===== src/rtl/vga_timing_pkg.sv =====
// vga_timing_pkg: shared timing constants for the 640x480@60 VGA generator.
//   VGA_* constants  default porch/sync/active sizes, totals and sync windows
//   cnt_t            10-bit counter type used by all timing comparisons
//   ctl_t            internal (active-high) video/sync flags carried down the delay line
//   in_window()      half-open range test lo <= v < hi at counter width
package vga_timing_pkg;

  localparam int unsigned CNT_W = 10;

  localparam int unsigned VGA_H_ACTIVE = 640;
  localparam int unsigned VGA_H_FP     = 16;
  localparam int unsigned VGA_H_SYNC   = 96;
  localparam int unsigned VGA_H_BP     = 48;
  localparam int unsigned VGA_H_TOTAL  = VGA_H_ACTIVE + VGA_H_FP + VGA_H_SYNC + VGA_H_BP;

  localparam int unsigned VGA_V_ACTIVE = 480;
  localparam int unsigned VGA_V_FP     = 10;
  localparam int unsigned VGA_V_SYNC   = 2;
  localparam int unsigned VGA_V_BP     = 33;
  localparam int unsigned VGA_V_TOTAL  = VGA_V_ACTIVE + VGA_V_FP + VGA_V_SYNC + VGA_V_BP;

  localparam int unsigned VGA_H_SYNC_START = VGA_H_ACTIVE + VGA_H_FP;
  localparam int unsigned VGA_H_SYNC_END   = VGA_H_SYNC_START + VGA_H_SYNC;
  localparam int unsigned VGA_V_SYNC_START = VGA_V_ACTIVE + VGA_V_FP;
  localparam int unsigned VGA_V_SYNC_END   = VGA_V_SYNC_START + VGA_V_SYNC;

  typedef logic [CNT_W-1:0] cnt_t;

  typedef struct packed {
    logic vid;
    logic hs;
    logic vs;
  } ctl_t;

  function automatic logic in_window(input cnt_t v, input cnt_t lo, input cnt_t hi);
    return (v >= lo) && (v < hi);
  endfunction

endpackage


===== src/rtl/vga_sync_gen_wrap_counter.sv =====
// wrap_counter: enabled up-counter that wraps from MAX back to 0.
//   clk   in   rising-edge clock
//   rst   in   asynchronous active-high reset (count -> 0)
//   en    in   count enable
//   cnt   out  current count
//   wrap  out  high while cnt == MAX (independent of en)
module wrap_counter #(
  parameter int unsigned WIDTH = 10,
  parameter int unsigned MAX   = 799
) (
  input  logic             clk,
  input  logic             rst,
  input  logic             en,
  output logic [WIDTH-1:0] cnt,
  output logic             wrap
);

  localparam logic [WIDTH-1:0] MAX_V = WIDTH'(MAX);

  logic [WIDTH-1:0] cnt_q;
  logic [WIDTH-1:0] cnt_d;

  assign wrap = (cnt_q == MAX_V);
  assign cnt  = cnt_q;

  always_comb begin
    cnt_d = cnt_q;
    if (en) begin
      cnt_d = wrap ? '0 : cnt_q + 1'b1;
    end
  end

  always_ff @(posedge clk or posedge rst) begin
    if (rst) begin
      cnt_q <= '0;
    end else begin
      cnt_q <= cnt_d;
    end
  end

endmodule


===== src/rtl/vga_sync_gen.sv =====
// vga_sync_gen: 640x480@60 VGA timing generator.
//   pixel_clk    in   clock, all state on rising edge
//   resetSwitch  in   asynchronous active-high reset
//   pixel_ce     in   pixel clock enable; every register holds while low
//   col          out  visible column 0..H_ACTIVE-1, 0 in blanking (1 ce after counters)
//   row          out  visible row 0..V_ACTIVE-1, 0 in blanking (1 ce after counters)
//   video_on     out  visible-pixel flag, PIPE_DLY ce later than col/row
//   hsync        out  horizontal sync, level SYNC_POL when asserted, PIPE_DLY ce later
//   vsync        out  vertical sync, level SYNC_POL when asserted, PIPE_DLY ce later
//   frame_start  out  one-ce pulse alongside col=0,row=0 of every frame
module vga_sync_gen
  import vga_timing_pkg::*;
#(
  parameter int unsigned H_ACTIVE = VGA_H_ACTIVE,
  parameter int unsigned H_FP     = VGA_H_FP,
  parameter int unsigned H_SYNC   = VGA_H_SYNC,
  parameter int unsigned H_BP     = VGA_H_BP,
  parameter int unsigned V_ACTIVE = VGA_V_ACTIVE,
  parameter int unsigned V_FP     = VGA_V_FP,
  parameter int unsigned V_SYNC   = VGA_V_SYNC,
  parameter int unsigned V_BP     = VGA_V_BP,
  parameter logic        SYNC_POL = 1'b0,
  parameter int unsigned PIPE_DLY = 1
) (
  input  logic       pixel_clk,
  input  logic       resetSwitch,
  input  logic       pixel_ce,
  output logic [9:0] col,
  output logic [8:0] row,
  output logic       video_on,
  output logic       hsync,
  output logic       vsync,
  output logic       frame_start
);

  localparam int unsigned H_TOTAL = H_ACTIVE + H_FP + H_SYNC + H_BP;
  localparam int unsigned V_TOTAL = V_ACTIVE + V_FP + V_SYNC + V_BP;

  if (H_TOTAL >= 1024 || V_TOTAL >= 1024 || PIPE_DLY > 3) begin : g_param_check
    $error("vga_sync_gen: totals must stay below 1024 and PIPE_DLY within 0..3");
  end

  localparam cnt_t H_ACT_C = CNT_W'(H_ACTIVE);
  localparam cnt_t V_ACT_C = CNT_W'(V_ACTIVE);
  localparam cnt_t H_SS_C  = CNT_W'(H_ACTIVE + H_FP);
  localparam cnt_t H_SE_C  = CNT_W'(H_ACTIVE + H_FP + H_SYNC);
  localparam cnt_t V_SS_C  = CNT_W'(V_ACTIVE + V_FP);
  localparam cnt_t V_SE_C  = CNT_W'(V_ACTIVE + V_FP + V_SYNC);

  cnt_t h_cnt;
  cnt_t v_cnt;
  logic h_wrap;
  logic v_wrap_unused;

  wrap_counter #(.WIDTH(CNT_W), .MAX(H_TOTAL - 1)) u_h_cnt (
    .clk  (pixel_clk),
    .rst  (resetSwitch),
    .en   (pixel_ce),
    .cnt  (h_cnt),
    .wrap (h_wrap)
  );

  wrap_counter #(.WIDTH(CNT_W), .MAX(V_TOTAL - 1)) u_v_cnt (
    .clk  (pixel_clk),
    .rst  (resetSwitch),
    .en   (pixel_ce & h_wrap),
    .cnt  (v_cnt),
    .wrap (v_wrap_unused)
  );

  // Stage 1 decode from the live counters.
  logic [9:0] col_d, col_q;
  logic [8:0] row_d, row_q;
  logic       fs_d, fs_q;
  ctl_t       ctl_d;

  always_comb begin
    col_d     = (h_cnt < H_ACT_C) ? h_cnt : '0;
    // v_cnt < 480 fits in 9 bits, so truncation only happens on the forced-0 path.
    row_d     = (v_cnt < V_ACT_C) ? v_cnt[8:0] : '0;
    fs_d      = (h_cnt == '0) && (v_cnt == '0);
    ctl_d.vid = (h_cnt < H_ACT_C) && (v_cnt < V_ACT_C);
    ctl_d.hs  = in_window(h_cnt, H_SS_C, H_SE_C);
    ctl_d.vs  = in_window(v_cnt, V_SS_C, V_SE_C);
  end

  always_ff @(posedge pixel_clk or posedge resetSwitch) begin
    if (resetSwitch) begin
      col_q <= '0;
      row_q <= '0;
      fs_q  <= 1'b0;
    end else if (pixel_ce) begin
      col_q <= col_d;
      row_q <= row_d;
      fs_q  <= fs_d;
    end
  end

  // Entry 0 is the stage-1 register; entries 1..PIPE_DLY are the extra delay.
  // Flags are held active-high internally, so reset ('0) means deasserted.
  ctl_t pipe_q [PIPE_DLY+1];
  ctl_t pipe_d [PIPE_DLY+1];

  always_comb begin
    pipe_d    = pipe_q;
    pipe_d[0] = ctl_d;
    for (int unsigned i = 1; i <= PIPE_DLY; i++) begin
      pipe_d[i] = pipe_q[i-1];
    end
  end

  always_ff @(posedge pixel_clk or posedge resetSwitch) begin
    if (resetSwitch) begin
      for (int unsigned i = 0; i <= PIPE_DLY; i++) begin
        pipe_q[i] <= '0;
      end
    end else if (pixel_ce) begin
      pipe_q <= pipe_d;
    end
  end

  ctl_t ctl_out;
  assign ctl_out     = pipe_q[PIPE_DLY];

  assign col         = col_q;
  assign row         = row_q;
  assign frame_start = fs_q;
  assign video_on    = ctl_out.vid;
  assign hsync       = ctl_out.hs ? SYNC_POL : ~SYNC_POL;
  assign vsync       = ctl_out.vs ? SYNC_POL : ~SYNC_POL;

endmodule


===== config.mk =====
export PLATFORM = sky130hd
export DESIGN_NAME = vga_sync_gen
export DESIGN_NICKNAME = d
export VERILOG_FILES = /design/src/rtl/vga_timing_pkg.sv /design/src/rtl/vga_sync_gen_wrap_counter.sv /design/src/rtl/vga_sync_gen.sv
export SDC_FILE = /design/constraint.sdc
export NUM_CORES = 1
export LEC_CHECK = 0
export CORE_UTILIZATION = 25
export CTS_CLUSTER_DIAMETER = 30
export CTS_CLUSTER_SIZE = 28
export DETAILED_ROUTE_END_ITERATION = 6
export PLACE_DENSITY = 0.53
export SLEW_MARGIN = 20
export SYNTH_ARGS = -nofsm -noshare
export SYNTH_HDL_FRONTEND = slang
export SYNTH_SLANG_ARGS = --single-unit

===== constraint.sdc =====
create_clock -name pixel_clk -period 1.8 [get_ports pixel_clk]
set_input_delay 0.18 -clock pixel_clk [delete_from_list [all_inputs] [get_ports pixel_clk]]
set_output_delay 0.18 -clock pixel_clk [all_outputs]
set_load 0.02 [all_outputs]

==> summary.md, run 1 <==
| Metric | Value |
|---|---|
| Status | complete, no violations |
| First-pass GRT wire length | 8120 um |
| Initial DRC count | 72 |
| Clk buf depth | 2 |
| Row count | 33 |
| Slew HR | 62.9% |
| Dpl ws | 0.0676 ns |
| Compound-gate portion of the synthesized area | 16.0% |
| GP Congestion | 0.774 |
| Largest net degree at the start of global routing | 47 |
| Vias in the first global route | 1543 |
| Die Height | 94.8 um |
| Fmax | 0.613 GHz |
| Top Ports | 26 |
| CP peak stage delay | 0.46 ns |
| FFs w/ async S/R, synth | 100% |
| Count leader, synth | dfrtp_1 |
| Slew of the pin with the lowest slew margin | 0.553 ns |
| Register area share after synthesis | 53.5% |
| Leakage power | 1.24 nW |
| GRT overflow | 0 |
| Fin. max-slew vios | 0 |
| Final hold violations | 0 |
| Initial antenna violation count | 0 |
| Fin crit period | 1.63 ns |
| Worst skew pair latency | 0.30 ns |
| Worst setup SP type | flip-flop |
| Mean Syn Cell Area | 10.9 um^2 |
| Largest family of logic cells by synthesized area | simple AND/OR/NAND/NOR gates |
| Top delay family on crit path | simple AND/OR/NAND/NOR gates |
| Yosys top cell area share | 53.5% |
| Critical Path, Cell by Cell | nor4_1, and4b_1, a2bb2oi_1, o31ai_1 |
| Max cap viols | 0 |
| RSZ-0062 raised after global routing | no |
| P per Cell Area | 1000 mW/mm^2 |
| Clk root buf | clkbuf_8 |
| CTS tree | done |
| Post-synthesis mux area share | 1.51% |
| Synth area leader | dfrtp_1 |
| Synth Area in Simple Gates | 16.6% |
| Area occupied by multi-input gates | 863 um^2 |
| Post-cts sizing count | 0 |
| Post-Synthesis Cells | 197 |
| Clk_skew | 0.0144 ns |
| Critical Path Fanout Max | 6 |
| H-Tree Depth | 2 |
| List of most frequent post-synthesis cells | 46 x dfrtp_1, 16 x a22o_1, 14 x inv_1, 14 x nand2_1, 9 x o21ai_0 |
| CP Class | reg -> reg |
| Synth area leaders | dfrtp_1 54%, a22o_1 6.5%, inv_1 2.4%, nand2_1 2.4%, ha_1 2.3% |
| Syn Std Cell Area | 0.00215 mm^2 |
| Gr usage total | 11.9% |
| Die area | 0.00898 mm^2 |
| CTS Buf Count | 5 |
| CP max stage cell | dfrtp_1 |
| Top FF cell, synth | dfrtp_1 |
| Crit share post-route | 90.7% |
| EDFF count, synth | 0 |
| Filler Cells Inserted | 871 |
| Area delta synth->final | 25.8% |
| Drt via density | 4.67 |
| Buf/Inv on CP | 0 |
| Max IR drop VDD | 0.342 mV |
| CTS Sinks | 46 |
| Crit. End Element | flip-flop |
| Final WS setup | 0.168 ns |
| Core Area | 0.00826 mm^2 |
| Port Buf Inserts | 25 |
| Vias | 1589 |
| WL/cell | 14.2 um |
| Fin nets | 241 |
| Pre-Repair DR Iteration Count | 4 |
| Drt total wl | 4840 um |
| Hold-fix buffers, CTS | 0 |
| Post-CTS Setup Bufs | 0 |
| Diode count | 0 |
| Cell variety after synth | 45 |
| Layout cells sized above 1 | 15.7% |
| Final Setup Violations | 0 |
| Final Power | 2.71 mW |
| Setup TNS | 0 ns |
| Post-route DRC violation count | 0 |
| Die Span X | 94.8 um |
| Post-Synth XOR/XNOR Area | 3.66% |
| Register area | 0.00115 mm^2 |
| Syn. warnings | 0 |
| Clk slew on worst S/H paths | 0.09 ns |
| Hpwl dp | 3460 um |
| #FFs+latches synth | 46 |
| Worst hold path class | in -> async |
| Syn Nets | 204 |
| Req. time, crit path | 1.98 ns |
| WP data arrival | 1.81 ns |
| Starting Density | 26.0% |
| Synth Area in Adders | 2.33% |
| Antenna Violating Nets Remaining | 0 |
## layout make-up
| class | instances | area share (%) |
|---|---|---|
| clock buffers | 6 | 2.68 |
| clock inverters | 2 | 0.509 |
| inverters | 14 | 1.94 |
| multi-input cells | 121 | 31.9 |
| flip-flops and latches | 46 | 42.6 |
| well taps | 105 | 4.86 |
| repair buffers | 46 | 15.5 |
## metal layers
metal / global-route usage (%) / wire [um] / up-vias
li1: - / - / 783
met1: 16.2 / 2250 / 768
met2: 18.9 / 2340 / 34
met3: 3.14 / 218 / 4
met4: 2.65 / 34 / 0
met5: 0 / 0 / -
## cell usage in the layout (no fill, tap or decap), drive strengths merged, types with 5 or more instances in the layout
cell and count:
o21ai 10, nor4 5, nand3 9, clkdlybuf4s50 25
xnor2 5, inv 14, and3 5, clkbuf 6
buf 21, nand2 14, nor2 8, a22o 16
nand4 5, dfrtp 46
## power by group
group          internal [mW]  switching (mW)
Sequential              1.17           0.120
Combinational          0.383           0.400
Clock                  0.275           0.357
Total                   1.83           0.876
## state kept, by name, indices dropped and copies added, names as in the netlist
name and count:
row 9, col 10, video_on 1, u_h_cnt.cnt 10
pipe_d 3, frame_start 1, u_v_cnt.cnt 10, ctl_out 2
## through the flow
stage	std cells	utilization [%]	hold slack, ns	instance area, um^2
floorplan	197	-	0.453	2150
global placement	332	31.7	0.465	2620
detailed placement	332	31.7	0.485	2620
CTS	340	32.8	0.229	2710
global route	340	32.8	0.262	2710
finish	340	32.8	0.225	2710
## cell families (layout without fill, tap and decap cells)
logic type	Yosys count	after routing
AOI/OAI and AO/OA	47	47
and+or+nand+nor	58	58
buffers and inverters	30	68
DFF	46	46
muxes	3	3
xor gates and xnor gates	9	9
adders and majority gates	4	4
## path summary, 6_finish.rpt
check,to,from,cells past startpoint,slack [ns]
max,u_v_cnt.cnt[3]$_DFFE_PP0P_,u_v_cnt.cnt[5]$_DFFE_PP0P_,4,0.17
min,pipe_d[0]$_DFFE_PP0P_,resetSwitch,3,0.23
max reg2reg,u_v_cnt.cnt[3]$_DFFE_PP0P_,u_v_cnt.cnt[5]$_DFFE_PP0P_,4,0.17
min reg2reg,ctl_out[0]$_DFFE_PP0P_,pipe_d[0]$_DFFE_PP0P_,2,0.50
max in group asynchronous,col[0]$_DFFE_PP0P_,resetSwitch,3,1.36
min in group pixel_clk,ctl_out[0]$_DFFE_PP0P_,pipe_d[0]$_DFFE_PP0P_,2,0.50
## worst reg2reg max path: stages, from the launching register on
cell and delay (ns):
dfrtp_1 0.46, nor4_1 0.42, and4b_1 0.35, a2bb2oi_1 0.19, o31ai_1 0.09
Note: power is estimated with default switching activity, not from simulation.
==> run 2, diff against run 1 <==
--- a/config.mk
+++ b/config.mk
@@ -5,11 +5,13 @@
 export SDC_FILE = /design/constraint.sdc
 export NUM_CORES = 1
 export LEC_CHECK = 0
-export CORE_UTILIZATION = 25
+export CORE_UTILIZATION = 55
 export CTS_CLUSTER_DIAMETER = 30
 export CTS_CLUSTER_SIZE = 28
 export DETAILED_ROUTE_END_ITERATION = 6
-export PLACE_DENSITY = 0.53
+export GPL_TIMING_DRIVEN = 0
+export PLACE_DENSITY = 0.9
+export SKIP_LAST_GASP = 1
 export SLEW_MARGIN = 20
 export SYNTH_ARGS = -nofsm -noshare
 export SYNTH_HDL_FRONTEND = slang
==> summary.md, run 2 (synthesis results as in run 1) <==
| Metric | Value |
|---|---|
| Antenna Violating Nets Remaining | 0 (unchanged) |
| Starting Density | 57.9% (+32 points) |
| Fin crit period | 1.71 ns (+0.0746 ns) |
| Pre-Repair DR Iteration Count | 4 (unchanged) |
| Vias in the first global route | 1534 (-0.58%) |
| Fin nets | 242 (+0.41%) |
| Port Buf Inserts | 24 (-4.0%) |
| Die Height | 64.5 um (-32%) |
| Final core utilization | 70.7% (+38 points) |
| CTS tree | done |
| Fin. max-slew vios | 0 (unchanged) |
| Leakage power | 1.21 nW (-1.9%) |
| Row count | 22 (-33%) |
| Worst setup SP type | flip-flop |
| Dpl ws | -0.0580 ns (-0.126 ns) |
| P per Cell Area | 1080 mW/mm^2 (+7.7%) |
| CTS Buf Count | 5 (unchanged) |
| Clk root buf | clkbuf_8 |
| Setup TNS | 0 ns (unchanged) |
| Final non-filler cell total | 284 (-16%) |
| Top Ports | 26 (unchanged) |
| Placed cell count | 270 (-19%) |
| Post-route DRC violation count | 0 (unchanged) |
| Sw Pwr | 857 uW (-2.2%) |
| Final WS setup | 0.0934 ns (-0.0746 ns) |
| Layout cells sized above 1 | 14.0% (-1.8 points) |
| Die Span X | 64.5 um (-32%) |
| Clk buf depth | 2 (unchanged) |
| Largest net degree at the start of global routing | 31 (-34%) |
| Crit share post-route | 94.8% (+4.1 points) |
| Max cap viols | 0 (unchanged) |
| Busiest grt layer | met2 |
| Final Setup Violations | 0 (unchanged) |
| Max IR drop VDD | 0.576 mV (+69%) |
| Worst skew pair latency | 0.30 ns (about the same) |
| Clk pwr share | 26.2% (+2.9 points) |
| RSZ-0062 raised after global routing | no |
| Gr usage total | 23.6% (+12 points) |
| Final hold violations | 0 (unchanged) |
| Reg2Reg Depth | 6 (+2) |
| Commonest non-fill, non-tap cell in the layout | dfrtp_1 |
| CP Class | reg -> reg |
| Post-DP Area | 0.00247 mm^2 (-5.6%) |
| Drt via density | 5.78 (+24%) |
| GP Congestion | 0.837 (+8.0%) |
| Critical Path Fanout Max | 10 (+4) |
| Core Area | 0.00372 mm^2 (-55%) |
| Switching Share | 30.3% (-2.1 points) |
| M1 GR Usage | 33.2% (+17 points) |
| Worst hold path class | in -> async |
| First-pass GRT wire length | 7370 um (-9.3%) |
| Register-to-register path setup slack | 0.09 ns (-0.07 ns) |
| WP data arrival | 1.90 ns (+0.09 ns) |
| Filler Cells Inserted | 263 (-70%) |
| Met3 GRT Util | 4.93% (+1.8 points) |
| Clk slew on worst S/H paths | 0.08 ns (about the same) |
| Diode count | 0 (unchanged) |
| Reg-to-Reg Start | u_h_cnt.cnt[1]$_DFFE_PP0P_ |
| Comb pwr share | 27.5% (-1.4 points) |
| Initial DRC count | 151 (+110%) |
| R2R Path End | u_v_cnt.cnt[5]$_DFFE_PP0P_ |
| CTS Sinks | 46 (unchanged) |
| Pint | 1.98 mW (+7.9%) |
| Most frequent cells in the layout | 44 x dfrtp_1, 24 x clkdlybuf4s50_1, 16 x a22o_1 |
| Clk_skew | 0.00466 ns (-0.00974 ns) |
| Fmax | 0.586 GHz (-4.4%) |
| Area delta synth->final | 22.2% |
| Drt total wl | 4310 um (-11%) |
| Hpwl dp | 2820 um (-18%) |
| Met2 global-route usage | 34.9% (+16 points) |
| Worst Hold Slack | 0.171 ns (-0.0544 ns) |
| Slew HR | 57.8% (-5.2 points) |
| Initial antenna violation count | 0 (unchanged) |
| Crit. End Element | flip-flop |
| Vias | 1642 (+3.3%) |
| GRT overflow | 0 (unchanged) |
| Worst Setup SP | u_h_cnt.cnt[1]$_DFFE_PP0P_ |
| Slew of the pin with the lowest slew margin | 0.630 ns (+0.0768 ns) |
| Sequential Power Share | 46.3% (-1.5 points) |
| Die area | 0.00416 mm^2 (-54%) |
| Final Power | 2.83 mW (+4.6%) |
| WL/cell | 15.2 um (+6.5%) |
| Status | complete, no violations |
| Req. time, crit path | 2.00 ns (+0.02 ns) |
| H-Tree Depth | 2 (unchanged) |
| Final Instance Area | 0.00263 mm^2 (-2.9%) |
-- run 2: layer usage --
metal  part of all wire (%)  up-vias
li1                       -      783
met1                     47      796
met2                     45       55
met3                    5.4        8
met4                    1.7        0
met5                      0        -
-- run 2: power by group through the flow --
stage               Clock [mW]  Combinational, mW  Sequential [mW]
floorplan                    0              0.364             1.39
global placement             0              0.632             1.33
detailed placement           0              0.660             1.34
CTS                      0.758              0.672             1.33
global route             0.809              0.850             1.33
finish                   0.742              0.778             1.31
-- run 2: repair_timing --
action | CTS | global route
hold buffers | 0 | 0
gates cloned | 0 | 0
buffers inserted | 0 | 6
setup endpoints to repair | 5 | 4
resized for setup | 3 | 0
-- run 2: worst max-delay path by stage --
stage / end / slack (ns)
after floorplan: u_v_cnt.cnt[5]$_DFFE_PP0P_ / 0.15
after global placement: u_h_cnt.cnt[5]$_DFFE_PP0P_ / -0.31
after detailed placement: u_v_cnt.cnt[5]$_DFFE_PP0P_ / -0.06
after CTS: u_v_cnt.cnt[5]$_DFFE_PP0P_ / 0.03
after global routing: u_v_cnt.cnt[5]$_DFFE_PP0P_ / 0.02
final: u_v_cnt.cnt[5]$_DFFE_PP0P_ / 0.09
-- run 2: final cells by class --
class                   count  area, um^2  share of cell area (%)
repair buffers             31         305                    11.6
inverters                  14        52.6                    2.00
well taps                  48        60.1                    2.29
multi-input cells         121         866                    33.0
clock inverters             1        30.0                    1.14
clock buffers               7        76.3                    2.90
plain buffers              16        83.8                    3.19
flip-flops and latches     46        1150                    43.9
-- run 2: critical path: stages (launching register included) --
cell,delay [ns]
dfrtp_2,0.41
ha_2,0.24
and4b_2,0.30
and3_1,0.20
buf_4,0.19
a21oi_1,0.08
a31o_1,0.19
